--- config.mk ---
export PLATFORM = sky130hd
export DESIGN_NAME = noc_req_arbiter
export DESIGN_NICKNAME = d
export VERILOG_FILES = /design/src/rtl/noc_req_arbiter.sv
export SDC_FILE = /design/constraint.sdc
export NUM_CORES = 1
export LEC_CHECK = 0
export BUFFER_PORTS_ARGS = -buffer_cell sky130_fd_sc_hd__clkbuf_2
export CAP_MARGIN = 20
export CORE_AREA = 4 4 204 206
export DETAILED_ROUTE_END_ITERATION = 8
export DIE_AREA = 0 0 208 210
export HOLD_SLACK_MARGIN = 0.15
export PLACE_DENSITY = 0.58
export SKIP_LAST_GASP = 1
export SYNTH_ARGS = -nofsm -noshare
export SYNTH_HDL_FRONTEND = slang
export SYNTH_SLANG_ARGS = --single-unit
--- constraint.sdc ---
create_clock -name clk_i -period 3.5 [get_ports clk_i]
set_clock_uncertainty 0.1 [all_clocks]
set_input_delay 0.7 -clock clk_i [delete_from_list [all_inputs] [get_ports clk_i]]
set_output_delay 0.7 -clock clk_i [all_outputs]
set_load 0.1 [all_outputs]
--- src/rtl/noc_req_arbiter.sv ---
`default_nettype none
// ============================================================================
// Module      : noc_req_arbiter
// Description : Round-robin arbiter sharing the single L1.5 NoC request port
//               between the icache refill (0), dcache load (1) and
//               write-buffer store (2) requesters. Per-requester credit
//               counters bound in-flight transactions. Non-idempotent (nc)
//               requests are serialised behind all outstanding traffic.
//
// Ports       : clk_i          clock, rising edge
//               rst_i          synchronous active-high reset
//               req_valid_i    per-requester request valid
//               req_nc_i       per-requester non-idempotent flag
//               req_payload_i  packed payloads, requester r at [r*W +: W]
//               req_ready_o    one-hot grant (combinational)
//               noc_valid_o    registered request valid to the NoC adapter
//               noc_ready_i    NoC adapter accepts
//               noc_payload_o  registered payload
//               noc_src_o      requester index of noc_payload_o
//               rtrn_valid_i   one transaction completed
//               rtrn_src_i     requester owning the completion
//               idle_o         no credits outstanding and output register empty
//               err_o          one-cycle pulse: completion with no credit out
//
// Revision    : 1.0  initial release
// ============================================================================
module noc_req_arbiter #(
    parameter int NUM_REQ         = 3,
    parameter int PAYLOAD_WIDTH   = 128,
    parameter int MAX_OUTSTANDING = 7,
    parameter int CNT_W           = $clog2(MAX_OUTSTANDING + 1)
) (
    input  logic                             clk_i,
    input  logic                             rst_i,
    input  logic [NUM_REQ-1:0]               req_valid_i,
    input  logic [NUM_REQ-1:0]               req_nc_i,
    input  logic [NUM_REQ*PAYLOAD_WIDTH-1:0] req_payload_i,
    output logic [NUM_REQ-1:0]               req_ready_o,
    output logic                             noc_valid_o,
    input  logic                             noc_ready_i,
    output logic [PAYLOAD_WIDTH-1:0]         noc_payload_o,
    output logic [$clog2(NUM_REQ)-1:0]       noc_src_o,
    input  logic                             rtrn_valid_i,
    input  logic [$clog2(NUM_REQ)-1:0]       rtrn_src_i,
    output logic                             idle_o,
    output logic                             err_o
);

    localparam int SRC_W = $clog2(NUM_REQ);

    // ------------------------------------------------------------------------
    // State
    // ------------------------------------------------------------------------
    logic [CNT_W-1:0]         r_cnt [NUM_REQ];
    logic [NUM_REQ-1:0]       r_nc_wait;
    logic [SRC_W-1:0]         r_rr;
    logic                     r_out_valid;
    logic [PAYLOAD_WIDTH-1:0] r_out_payload;
    logic [SRC_W-1:0]         r_out_src;
    logic                     r_err;

    // ------------------------------------------------------------------------
    // Combinational signals
    // ------------------------------------------------------------------------
    logic [NUM_REQ-1:0]       w_cnt_zero;
    logic [NUM_REQ-1:0]       w_cnt_room;
    logic [NUM_REQ-1:0]       w_elig;
    logic [NUM_REQ-1:0]       w_gnt;
    logic [NUM_REQ-1:0]       w_rtrn_sel;
    logic [NUM_REQ-1:0]       w_dec;
    logic                     w_gnt_any;
    logic [SRC_W-1:0]         w_gnt_idx;
    logic [PAYLOAD_WIDTH-1:0] w_gnt_payload;
    logic                     w_out_free;
    logic                     w_out_empty;
    logic                     w_all_zero;
    logic                     w_nc_block;
    logic                     w_rtrn_err;

    // Free also covers the pass-through case (full, but drained this cycle).
    // Empty is strictly "no entry held", which is what nc requests need.
    assign w_out_empty = !r_out_valid;
    assign w_out_free  = !r_out_valid || noc_ready_i;
    assign w_all_zero  = &w_cnt_zero;

    // An nc request that lost arbitration last cycle and is still pending
    // freezes cached grants so the outstanding traffic can drain.
    assign w_nc_block  = |(r_nc_wait & req_valid_i & req_nc_i);

    generate
        for (genvar r = 0; r < NUM_REQ; r++) begin : g_req
            assign w_cnt_zero[r] = (r_cnt[r] == '0);
            assign w_cnt_room[r] = (r_cnt[r] < CNT_W'(MAX_OUTSTANDING));

            assign w_elig[r] = req_valid_i[r] && w_cnt_room[r] && w_out_free &&
                               (req_nc_i[r] ? (w_all_zero && w_out_empty)
                                            : !w_nc_block);

            assign w_rtrn_sel[r] = rtrn_valid_i && (rtrn_src_i == SRC_W'(r));
            // A completion against an empty counter is an error, not a decrement.
            assign w_dec[r]      = w_rtrn_sel[r] && !w_cnt_zero[r];
        end
    endgenerate

    // Any completion that does not hit a live credit (empty counter or
    // out-of-range source) is flagged.
    assign w_rtrn_err = rtrn_valid_i && !(|w_dec);

    // ------------------------------------------------------------------------
    // Round-robin pick: first eligible index from r_rr upward, wrapping.
    // ------------------------------------------------------------------------
    always_comb begin : p_arb
        int idx;
        idx       = 0;
        w_gnt_any = 1'b0;
        w_gnt_idx = '0;
        for (int i = 0; i < NUM_REQ; i++) begin
            idx = int'(r_rr) + i;
            if (idx >= NUM_REQ) begin
                idx = idx - NUM_REQ;
            end
            if (!w_gnt_any && w_elig[idx]) begin
                w_gnt_any = 1'b1;
                w_gnt_idx = SRC_W'(idx);
            end
        end
    end

    always_comb begin : p_gnt_vec
        w_gnt         = '0;
        w_gnt_payload = '0;
        for (int r = 0; r < NUM_REQ; r++) begin
            if (w_gnt_any && (w_gnt_idx == SRC_W'(r))) begin
                w_gnt[r]      = 1'b1;
                w_gnt_payload = req_payload_i[r*PAYLOAD_WIDTH +: PAYLOAD_WIDTH];
            end
        end
    end

    assign req_ready_o = rst_i ? '0 : w_gnt;

    // ------------------------------------------------------------------------
    // Credit counters. Grant and completion to the same requester in the
    // same cycle cancel out.
    // ------------------------------------------------------------------------
    always_ff @(posedge clk_i) begin
        for (int r = 0; r < NUM_REQ; r++) begin
            if (rst_i) begin
                r_cnt[r] <= '0;
            end else if (w_gnt[r] && !w_dec[r]) begin
                r_cnt[r] <= r_cnt[r] + CNT_W'(1);
            end else if (!w_gnt[r] && w_dec[r]) begin
                r_cnt[r] <= r_cnt[r] - CNT_W'(1);
            end
        end
    end

    // ------------------------------------------------------------------------
    // nc wait tracking, round-robin pointer and error pulse
    // ------------------------------------------------------------------------
    always_ff @(posedge clk_i) begin
        if (rst_i) begin
            r_nc_wait <= '0;
            r_rr      <= '0;
            r_err     <= 1'b0;
        end else begin
            r_nc_wait <= req_valid_i & req_nc_i & ~w_gnt;
            r_err     <= w_rtrn_err;
            if (w_gnt_any) begin
                r_rr <= (w_gnt_idx == SRC_W'(NUM_REQ - 1)) ? '0
                                                            : w_gnt_idx + SRC_W'(1);
            end
        end
    end

    // ------------------------------------------------------------------------
    // Output register. A grant is only issued when the register is free, so
    // loading on grant never overwrites an entry the NoC has not taken.
    // ------------------------------------------------------------------------
    always_ff @(posedge clk_i) begin
        if (rst_i) begin
            r_out_valid   <= 1'b0;
            r_out_payload <= '0;
            r_out_src     <= '0;
        end else if (w_gnt_any) begin
            r_out_valid   <= 1'b1;
            r_out_payload <= w_gnt_payload;
            r_out_src     <= w_gnt_idx;
        end else if (noc_ready_i) begin
            r_out_valid   <= 1'b0;
        end
    end

    assign noc_valid_o   = r_out_valid;
    assign noc_payload_o = r_out_payload;
    assign noc_src_o     = r_out_src;
    assign idle_o        = w_all_zero && w_out_empty;
    assign err_o         = r_err;

endmodule
`default_nettype wire
==> impl_metrics.json, run 1 <==
{
  "status": "finished with violations",
  "violations": "negative setup slack",
  "clkPwrFrac": 0.161,
  "clk-insertion-delay-late_ns": 0.44,
  "cp-start-kind": "flop",
  "whs_ns": 0.364,
  "rsz0062_at_grt": "true",
  "fmax_mhz": 283,
  "vias": 10800,
  "drt_iter0_markers": 1053,
  "synth_adder_area_share": 0.0137,
  "power_density_nw_per_um2": 894,
  "core_um2": 39600,
  "fin_crit_ns": 3.53,
  "yosys.area_share.simple": 0.291,
  "critPathKind": "flop to output port",
  "wire_per_inst_um": 19.6,
  "drv_cap": 0,
  "fin_crit_sh": 1.01,
  "first_pass_iters": 5,
  "slew_headroom": 0.474,
  "synth_warnings": 0,
  "cts_hold_buf": 0,
  "grt_max_degree": 132,
  "start_util": 0.221,
  "fin_ws_ns": -0.0348,
  "routed_via_density": 5.28,
  "core.rowCount": 73,
  "final_antenna_net_count": 0,
  "crit_path_end_kind": "output port",
  "die_h_um": 210,
  "cp_data_arrival_time_ns": 2.73,
  "switchingPower_w": 0.00658,
  "routed_wl_mm": 40.2,
  "first_global_vias": 10700,
  "vdd_ir_drop_max_mv": 0.569,
  "dp_slack_ns": 0.209,
  "slew_violations": 0,
  "cts_made_buffers": 17,
  "postSynth.asyncResetShare": 0,
  "ys_seq_elements": 146,
  "synthesis.nets": 1456,
  "p_int_w": 0.00465,
  "post-route-drc-count": 0,
  "tightest_slew_ns": 0.789,
  "synth_cells": 1051,
  "pwr-share-comb": 0.621,
  "rrSetupSlack_ns": 0.19,
  "die_area_um2": 43700,
  "muxShareOfSynthArea": 0,
  "synth-edff-count": 9,
  "htree_levels": 4,
  "synth_cell_types": 54,
  "root_buffer": "clkbuf_16",
  "antenna_found_initial": 0,
  "synth-compound-area-share": 0.255,
  "clk_pin_slew_ns": 0.06,
  "place.gp.congestion": 0.875,
  "netlist_area_um2": 8750,
  "critPathRequiredTime_ns": 2.70,
  "final_cell_area_um2": 12600,
  "synth_top_family_by_area": "simple AND/OR/NAND/NOR gates",
  "cts.sinks": 146,
  "synth_flop_cell": "dfxtp_1",
  "hold_path_class": "flop to flop",
  "seq_area_frac_synth": 0.344,
  "cts_tree": "yes",
  "fin_nets": 1915,
  "area.growth.synth_to_final_pct": 43.7,
  "synth_top_area_share": 0.314,
  "grt_util_all_layers": 0.171,
  "layout-drive-gt1-share": 0.419,
  "switching_share": 0.586,
  "cp_max_fo": 4,
  "port-buffer-count": 531,
  "io-pin-count": 532,
  "dp_hpwl_mm": 28.6,
  "antenna_cells": 0,
  "nFillCells": 4260,
  "hold_viol": 0,
  "grt_pass1_wl_mm": 60.7,
  "synth_area_per_cell_um2": 8.32,
  "synthXorXnorAreaFrac": 0.00300,
  "die_width_um": 208,
  "p_leak_nw": 5.46,
  "synth_top_area_cell": "dfxtp_1",
  "placedInstanceArea_um2": 11800,
  "overflow": 0,
  "ys_top_cells_by_area": "dfxtp_1 31%, nand3_1 16%, a32o_1 15%",
  "clk_path_buf_depth": 2,
  "setup_viol_count_final": 1,
  "seqPwrFrac": 0.217
}
## power groups by stage
| stage | registers, W | clock network (W) | logic (W) |
|---|---|---|---|
| detailed placement | 0.00248 | 0 | 0.00685 |
| finish | 0.00244 | 0.00181 | 0.00698 |
| CTS | 0.00244 | 0.00187 | 0.00691 |
| floorplan | 0.00559 | 0 | 0.00228 |
| global route | 0.00250 | 0.00194 | 0.00729 |
| global placement | 0.00246 | 0 | 0.00680 |
## worst max-delay path, stage by stage (launching register included)
cell and delay, ns:
edfxtp_1 0.39, inv_1 0.10, ha_1 0.19, and4bb_4 0.31, nand3_4 0.08, a21o_4 0.22, a2111o_4 0.49, buf_12 0.15
nor3_4 0.16, buf_12 0.21
## Yosys cell counts, types with 2 or more instances
cell / n
nand2_1: 6
nand3_2: 2
buf_4: 13
buf_6: 13
a32o_1: 128
a211oi_1: 4
buf_1: 10
buf_2: 18
nor2b_1: 3
ha_1: 8
or3_1: 131
o2111ai_1: 2
nand3b_1: 3
dfxtp_1: 137
nor3_1: 11
edfxtp_1: 9
o21ai_2: 2
a21o_1: 3
nor3b_1: 3
clkbuf_1: 68
buf_8: 8
nand4_1: 2
nand2b_1: 4
a21oi_1: 12
xnor2_1: 2
o21ai_0: 50
nand3_1: 273
inv_1: 9
o21ai_1: 78
nor2_1: 14
a2111oi_4: 2
## layout by cell type, fill, tap and decap left out, types with 3 or more instances in the layout
cell type  Yosys  final
a211oi_2       1      3
a21oi_1       12     10
a21oi_4        1      3
a32o_1       128    128
buf_12         1     17
buf_4         13     24
buf_6         13      3
clkbuf_16      0     18
clkbuf_2       1    528
clkinv_2       0      6
clkinv_4       0      3
dfxtp_1      137    136
edfxtp_1       9      9
ha_1           8      6
inv_1          9      7
nand2_1        6      6
nand2b_1       4      3
nand3_1      273    272
nand3_4        0      3
nand3b_1       3      3
nor2_1        14     11
nor2_4         0      3
nor2b_1        3      3
nor3_1        11      9
nor3b_1        3      3
o21ai_0       50     50
o21ai_1       78     78
or3_1        131    131
## area by class of cell
cell class	instances	area [um^2]	area share
clock buffers	19	454	0.0361
clock inverters	13	108	0.00856
inverters	9	33.8	0.00269
multi-input cells	764	5100	0.406
flip-flops and latches	146	3020	0.240
well taps	525	657	0.0523
repair buffers	572	3200	0.254
## sequential cells by signal, summed over array words and instances, names as in the netlist
name,cells
r_rr,2
r_nc_wait,3
noc_valid_o,1
err_o,1
r_cnt,9
noc_src_o,2
noc_payload_o,128
## logic make-up (layout without fill, tap and decap cells)
group	Yosys count	after routing
AOI/OAI and AO/OA	290	290
xor gates and xnor gates	3	3
adders and majority gates	9	9
buffers and inverters	141	613
DFF	146	146
and+or+nand+nor	462	462
## repair_timing
item,in CTS,in global routing
setup endpoints to repair,2,36
setup buffers,10,5
pin swaps,8,10
gates resized for setup,8,12
## metal layers
layer  GRT usage  vias to the layer above  share of wire
met5           0                        -              0
met4      0.0636                        0          0.033
met3      0.0466                       77          0.075
met2       0.289                      502           0.49
met1       0.210                     5255           0.40
li1            -                     4984              -
## metrics by stage
step / cells / total power (W) / setup TNS [ns] / utilization
finish: 2048 / 0.0112 / -0.0348 / 0.317
global route: 2048 / 0.0117 / -0.309 / 0.317
CTS: 2043 / 0.0112 / -0.219 / 0.314
detailed placement: 2001 / 0.00933 / 0 / 0.297
global placement: 2001 / 0.00926 / 0 / 0.297
floorplan: 1051 / 0.00787 / -0.248 / -
## path summary, 6_finish.rpt
kind	start	end	depth (start not counted)
max	r_cnt[0][0]	req_ready_o[1]	9
max reg2reg	r_cnt[0][0]	noc_payload_o[101]	13
min	noc_payload_o[26]	noc_payload_o[26]	1
min reg2reg	noc_payload_o[26]	noc_payload_o[26]	1
(Power assumes the default switching activity.)
==> run 2: changes to the inputs <==
--- a/config.mk
+++ b/config.mk
@@ -5,13 +5,13 @@
 export SDC_FILE = /design/constraint.sdc
 export NUM_CORES = 1
 export LEC_CHECK = 0
-export BUFFER_PORTS_ARGS = -buffer_cell sky130_fd_sc_hd__clkbuf_2
 export CAP_MARGIN = 20
 export CORE_AREA = 4 4 204 206
 export DETAILED_ROUTE_END_ITERATION = 8
 export DIE_AREA = 0 0 208 210
+export DONT_BUFFER_PORTS = 1
 export HOLD_SLACK_MARGIN = 0.15
-export PLACE_DENSITY = 0.58
+export PLACE_DENSITY = 0.46
 export SKIP_LAST_GASP = 1
 export SYNTH_ARGS = -nofsm -noshare
 export SYNTH_HDL_FRONTEND = slang
==> run 2 against run 1 <==
Against the previous run:
- highest routed layer is now met5
- sequential power rose by 130%
- largest cell class unchanged
- the run now ends clean
- count of clock-buffer cells in the layout unchanged
- first-iteration DRC count down 21%
- critical path type unchanged
==> impl_metrics.json, run 2 (synthesis gave the netlist of run 1 again) <==
{
  "cts_made_buffers": 17,
  "core_um2": 39600,
  "fin_crit_sh": 0.996,
  "first_global_vias": 8481,
  "placedInstanceArea_um2": 9160,
  "die_h_um": 210,
  "clk_pin_slew_ns": 0.06,
  "routed_wl_mm": 37.5,
  "cts_tree": "yes",
  "nFillCells": 4364,
  "hold_viol": 0,
  "overflow": 0,
  "setup_viol_count_final": 0,
  "post-route-drc-count": 0,
  "rsz0062_at_grt": "true",
  "antenna_found_initial": 14,
  "drv_cap": 0,
  "power_density_nw_per_um2": 1080,
  "cp_max_fo": 4,
  "slew_violations": 0,
  "mostFrequentLayoutCell": "nand3_1",
  "die_width_um": 208,
  "critPathKind": "flop to output port",
  "grt_max_degree": 117,
  "final_cell_area_um2": 9980,
  "drt_iter0_markers": 829,
  "crit_path_end_kind": "output port",
  "p_leak_nw": 3.24,
  "place.gp.congestion": 0.855,
  "tightest_slew_ns": 1.16,
  "start_util": 0.221,
  "final_antenna_net_count": 0,
  "htree_levels": 4,
  "dp_hpwl_mm": 27.5,
  "root_buffer": "clkbuf_16",
  "post-layout-total-power_w": 0.0107,
  "status": "finished, final reports clean",
  "grt_pass1_wl_mm": 55.5,
  "dp_cells": 1477,
  "fmax_mhz": 287,
  "vdd_ir_drop_max_mv": 0.474,
  "io-pin-count": 532,
  "largest_reg_flops": 128,
  "cts.sinks": 146,
  "vias": 8718,
  "setup_tns_ns": 0,
  "cts_hold_buf": 0,
  "routed_via_density": 5.69,
  "critPathMaxStageDelay_ns": 0.48,
  "cp-start-kind": "flop",
  "port-buffer-count": 0,
  "layout_common_cells": "272 x nand3_1, 136 x dfxtp_1, 131 x or3_1",
  "layout-drive-gt1-share": 0.113,
  "grt_util_all_layers": 0.162,
  "cp_slowest_cell": "a2111o_4",
  "instances_no_fill": 1533,
  "fin_crit_ns": 3.48,
  "slew_headroom": 0.224,
  "die_area_um2": 43700,
  "first_pass_iters": 5,
  "core.rowCount": 73,
  "clk-insertion-delay-late_ns": 0.44,
  "cp_data_arrival_time_ns": 2.68,
  "fin_nets": 1392,
  "critPathRequiredTime_ns": 2.70,
  "clk_path_buf_depth": 2,
  "crit_chain": "inv_2 > ha_4 > and4bb_4 > nand3_4 > a21o_4 > a2111o_4 > buf_6 > nor3_4 > buf_12",
  "area.growth.synth_to_final_pct": 14.1,
  "final_util": 0.252,
  "hold_path_class": "input pin to flop",
  "wire_per_inst_um": 24.5
}
## run 2: cell types whose count changed in the layout (fill, tap and decap cells not counted), moves of 3 or more
| cell | previous run | this run |
|---|---|---|
| diode_2 | 0 | 8 |
| clkbuf_2 | 528 | 0 |
| clkinv_2 | 6 | 2 |
| buf_12 | 17 | 14 |
| buf_4 | 24 | 33 |
## run 2: through the flow
| step | setup slack [ns] | hold WS (ns) |
|---|---|---|
| floorplan | -0.248 | 0.385 |
| CTS | -0.149 | 0.174 |
| global placement | 0.185 | 0.452 |
| detailed placement | 0.0942 | 0.440 |
| finish | 0.0152 | 0.221 |
| global route | -0.144 | 0.168 |
## run 2: area by class of cell
| cell class | instances | area [um^2] | share of cell area |
|---|---|---|---|
| clock buffer | 19 | 443 | 0.0444 |
| antenna | 8 | 20.0 | 0.00201 |
| timing repair buffer | 49 | 564 | 0.0566 |
| inverter | 9 | 33.8 | 0.00339 |
| sequential | 146 | 3020 | 0.302 |
| tap | 525 | 657 | 0.0658 |
| multi-input combinational | 764 | 5090 | 0.510 |
| clock inverter | 13 | 158 | 0.0158 |
## run 2: path summary, 6_finish.rpt
path | start | to | slack, ns | cells after the start
worst max-delay path | r_cnt[1][1] | req_ready_o[1] | 0.02 | 9
worst max register to register | r_cnt[1][1] | noc_payload_o[74] | 0.22 | 11
worst min-delay path | rst_i | noc_valid_o | 0.22 | 1
worst min register to register | r_rr[1] | r_rr[1] | 0.45 | 2
## run 2: routing by layer
layer,vias to the layer above,global-route usage,part of all wire
met5,-,0,0.00072
met4,4,0.0478,0.018
met3,57,0.0607,0.090
met2,458,0.275,0.50
met1,4254,0.193,0.39
li1,3945,-,-
## run 2: repair_timing
| item | CTS | global route |
|---|---|---|
| pin swaps | 12 | 4 |
| setup buffers | 13 | 3 |
| resized for setup | 13 | 5 |
| setup endpoints to repair | 2 | 7 |
## run 2: power by group
| part | internal, W | leakage, nW | switching (W) |
|---|---|---|---|
| registers | 0.00216 | 1.22 | 0.00352 |
| clock network | 0.00114 | 0.289 | 0.000791 |
| logic | 0.00106 | 1.72 | 0.00205 |
| total | 0.00437 | 3.24 | 0.00637 |
## run 2: critical path, delay by kind of cell (launching register included)
family | cells | cell delay [ns]
buffers and inverters | 3 | 0.46
adder cells (fa/ha/maj) | 1 | 0.13
AO/OA/AOI/OAI | 2 | 0.71
flip-flops | 1 | 0.42
AND/OR/NAND/NOR | 3 | 0.51
==> run 3: changes to the inputs <==
==> constraint.sdc (replaced) <==
create_clock -name clk_i -period 2.8 [get_ports clk_i]
set_clock_uncertainty 0.1 [all_clocks]
set_input_delay 0.56 -clock clk_i [delete_from_list [all_inputs] [get_ports clk_i]]
set_output_delay 0.56 -clock clk_i [all_outputs]
set_load 0.1 [all_outputs]
==> run 3 against run 2 <==
Against the previous run:
- the run now ends with negative setup slack left
- die area is the same
- highest routed layer is now met4
- core utilization grew 5.3 points
- via count grew 12%
- count of clock-buffer cells in the layout grew 1
- sequential cell count is the same
- sequential share of layout area shrank 5.2 points
- worst hold slack lost 0.0063 ns
==> impl_metrics.json, run 3 (synthesis gave the netlist of run 1 again) <==
{
  "core_um2": 39600,
  "pwr-share-comb": 0.630,
  "placedInstanceArea_um2": 10600,
  "fin_nets": 1601,
  "r2r_end": "noc_payload_o[119]",
  "area.growth.synth_to_final_pct": 37.9,
  "io-pin-count": 532,
  "grt_max_degree": 76,
  "rsz0062_at_grt": "true",
  "die_area_um2": 43700,
  "root_buffer": "clkbuf_16",
  "slew_headroom": 0.346,
  "core.rowCount": 73,
  "cp_max_fo": 4,
  "wire_per_inst_um": 24.4,
  "antenna_found_initial": 5,
  "critPathMaxStageDelay_ns": 0.44,
  "rrSetupSlack_ns": -0.44,
  "clk-insertion-delay-late_ns": 0.45,
  "hold_viol": 0,
  "largest_reg_flops": 128,
  "cts_made_buffers": 17,
  "cp-start-kind": "flop",
  "clk_pin_slew_ns": 0.06,
  "fin_crit_ns": 3.44,
  "clk_path_buf_depth": 2,
  "overflow": 0,
  "clkPwrFrac": 0.167,
  "status": "finished with violations",
  "drv_cap": 0,
  "grt_pass1_wl_mm": 60.0,
  "layout_common_cells": "265 x nand3_1, 206 x buf_4, 136 x dfxtp_1",
  "setup_viol_count_final": 148,
  "critPathBufInv": 4,
  "port-buffer-count": 0,
  "crit_path_end_kind": "output port",
  "cp_data_arrival_time_ns": 2.78,
  "slew_violations": 0,
  "post-route-drc-count": 0,
  "die_width_um": 208,
  "start_util": 0.221,
  "critPathKind": "flop to output port",
  "startpoint": "r_cnt[2][1]",
  "routed_via_density": 5.62,
  "reg2reg_depth": 11,
  "power_density_nw_per_um2": 1250,
  "cts_tree": "yes",
  "cp.depth": 10,
  "vias": 9777,
  "mostFrequentLayoutCell": "nand3_1",
  "first_global_vias": 9648,
  "hold_path_class": "input pin to flop",
  "fmax_mhz": 290,
  "cp_slowest_cell": "edfxtp_1",
  "switchingPower_w": 0.00834,
  "tightest_slew_ns": 0.979,
  "place.gp.congestion": 0.944,
  "grt_util_all_layers": 0.176,
  "die_h_um": 210,
  "fin_ws_ns": -0.644,
  "final_util": 0.304,
  "drt_iter0_markers": 651,
  "cts.sinks": 146,
  "crit_family": "simple AND/OR/NAND/NOR gates",
  "layout-drive-gt1-share": 0.275,
  "seqPwrFrac": 0.203,
  "vdd_ir_drop_max_mv": 0.589,
  "switching_share": 0.553,
  "final_antenna_net_count": 0,
  "violations": "negative setup slack",
  "p_int_w": 0.00674,
  "p_leak_nw": 4.53,
  "final_cell_area_um2": 12100,
  "r2r-start": "r_cnt[2][1]",
  "dp_hpwl_mm": 29.0,
  "critPathRequiredTime_ns": 2.14,
  "routed_wl_mm": 42.4,
  "fin_crit_sh": 1.23,
  "crit_path_end": "req_ready_o[0]",
  "crit_chain": "nor4_4 > buf_4 > nand3_4 > buf_6 > a21oi_4 > a2111o_4 > buf_12 > nor2_8 > nor4_4 > buf_12",
  "htree_levels": 4,
  "first_pass_iters": 5
}
## run 3: cell type report
cell class / instances / area [um^2]
timing repair buffer: 258 / 2550
tap: 525 / 657
fill: 4229 / 27600
clock inverter: 12 / 188
antenna: 5 / 12.5
inverter: 9 / 33.8
clock buffer: 20 / 437
multi-input combinational: 764 / 5170
sequential: 146 / 3020
## run 3: per-layer routing
| layer | vias up | GRT usage | wire (um) |
|---|---|---|---|
| met4 | 0 | 0.0818 | 1520 |
| met2 | 588 | 0.301 | 21000 |
| met3 | 78 | 0.0569 | 3720 |
| li1 | 4373 | - | - |
| met5 | - | 0 | 0 |
| met1 | 4738 | 0.202 | 16200 |
## run 3: worst min path at each step
| stage | start | to | slack [ns] | cells after the start |
|---|---|---|---|---|
| finish | rst_i | r_cnt[1][2] | 0.21 | 1 |
| global route | rst_i | r_cnt[1][2] | 0.17 | 1 |
| CTS | rst_i | r_cnt[1][2] | 0.15 | 1 |
| detailed placement | noc_payload_o[40] | noc_payload_o[40] | 0.36 | 1 |
| global placement | noc_payload_o[33] | noc_payload_o[33] | 0.35 | 1 |
| floorplan | r_rr[1] | r_rr[1] | 0.38 | 2 |
## run 3: what timing repair did
item	in CTS	in global routing
gates resized for setup	57	25
endpoints found under the setup margin	139	150
hold endpoints to repair	9	0
buffers inserted	5	11
gates cloned	6	5
hold buffers	9	0
pin swaps	22	12
## run 3: stage by stage
step	TNS, ns	power (W)	cells	hold WS, ns	setup slack [ns]
detailed placement	-15.85	0.0121	1667	0.361	-0.201
global placement	-13.21	0.0121	1667	0.350	-0.171
floorplan	-2.14	0.00984	1051	0.385	-0.808
global route	-52.15	0.0157	1738	0.165	-0.778
CTS	-15.12	0.0150	1719	0.151	-0.677
finish	-31.75	0.0151	1739	0.214	-0.644
## run 3: power by group through the flow
stage	sequential (W)	combinational [W]	clock (W)
2_1_floorplan	0.00699	0.00285	0
3_3_place_gp	0.00309	0.00901	0
3_5_place_dp	0.00310	0.00904	0
4_1_cts	0.00306	0.00933	0.00262
5_1_grt	0.00311	0.00994	0.00269
6_report	0.00306	0.00950	0.00252
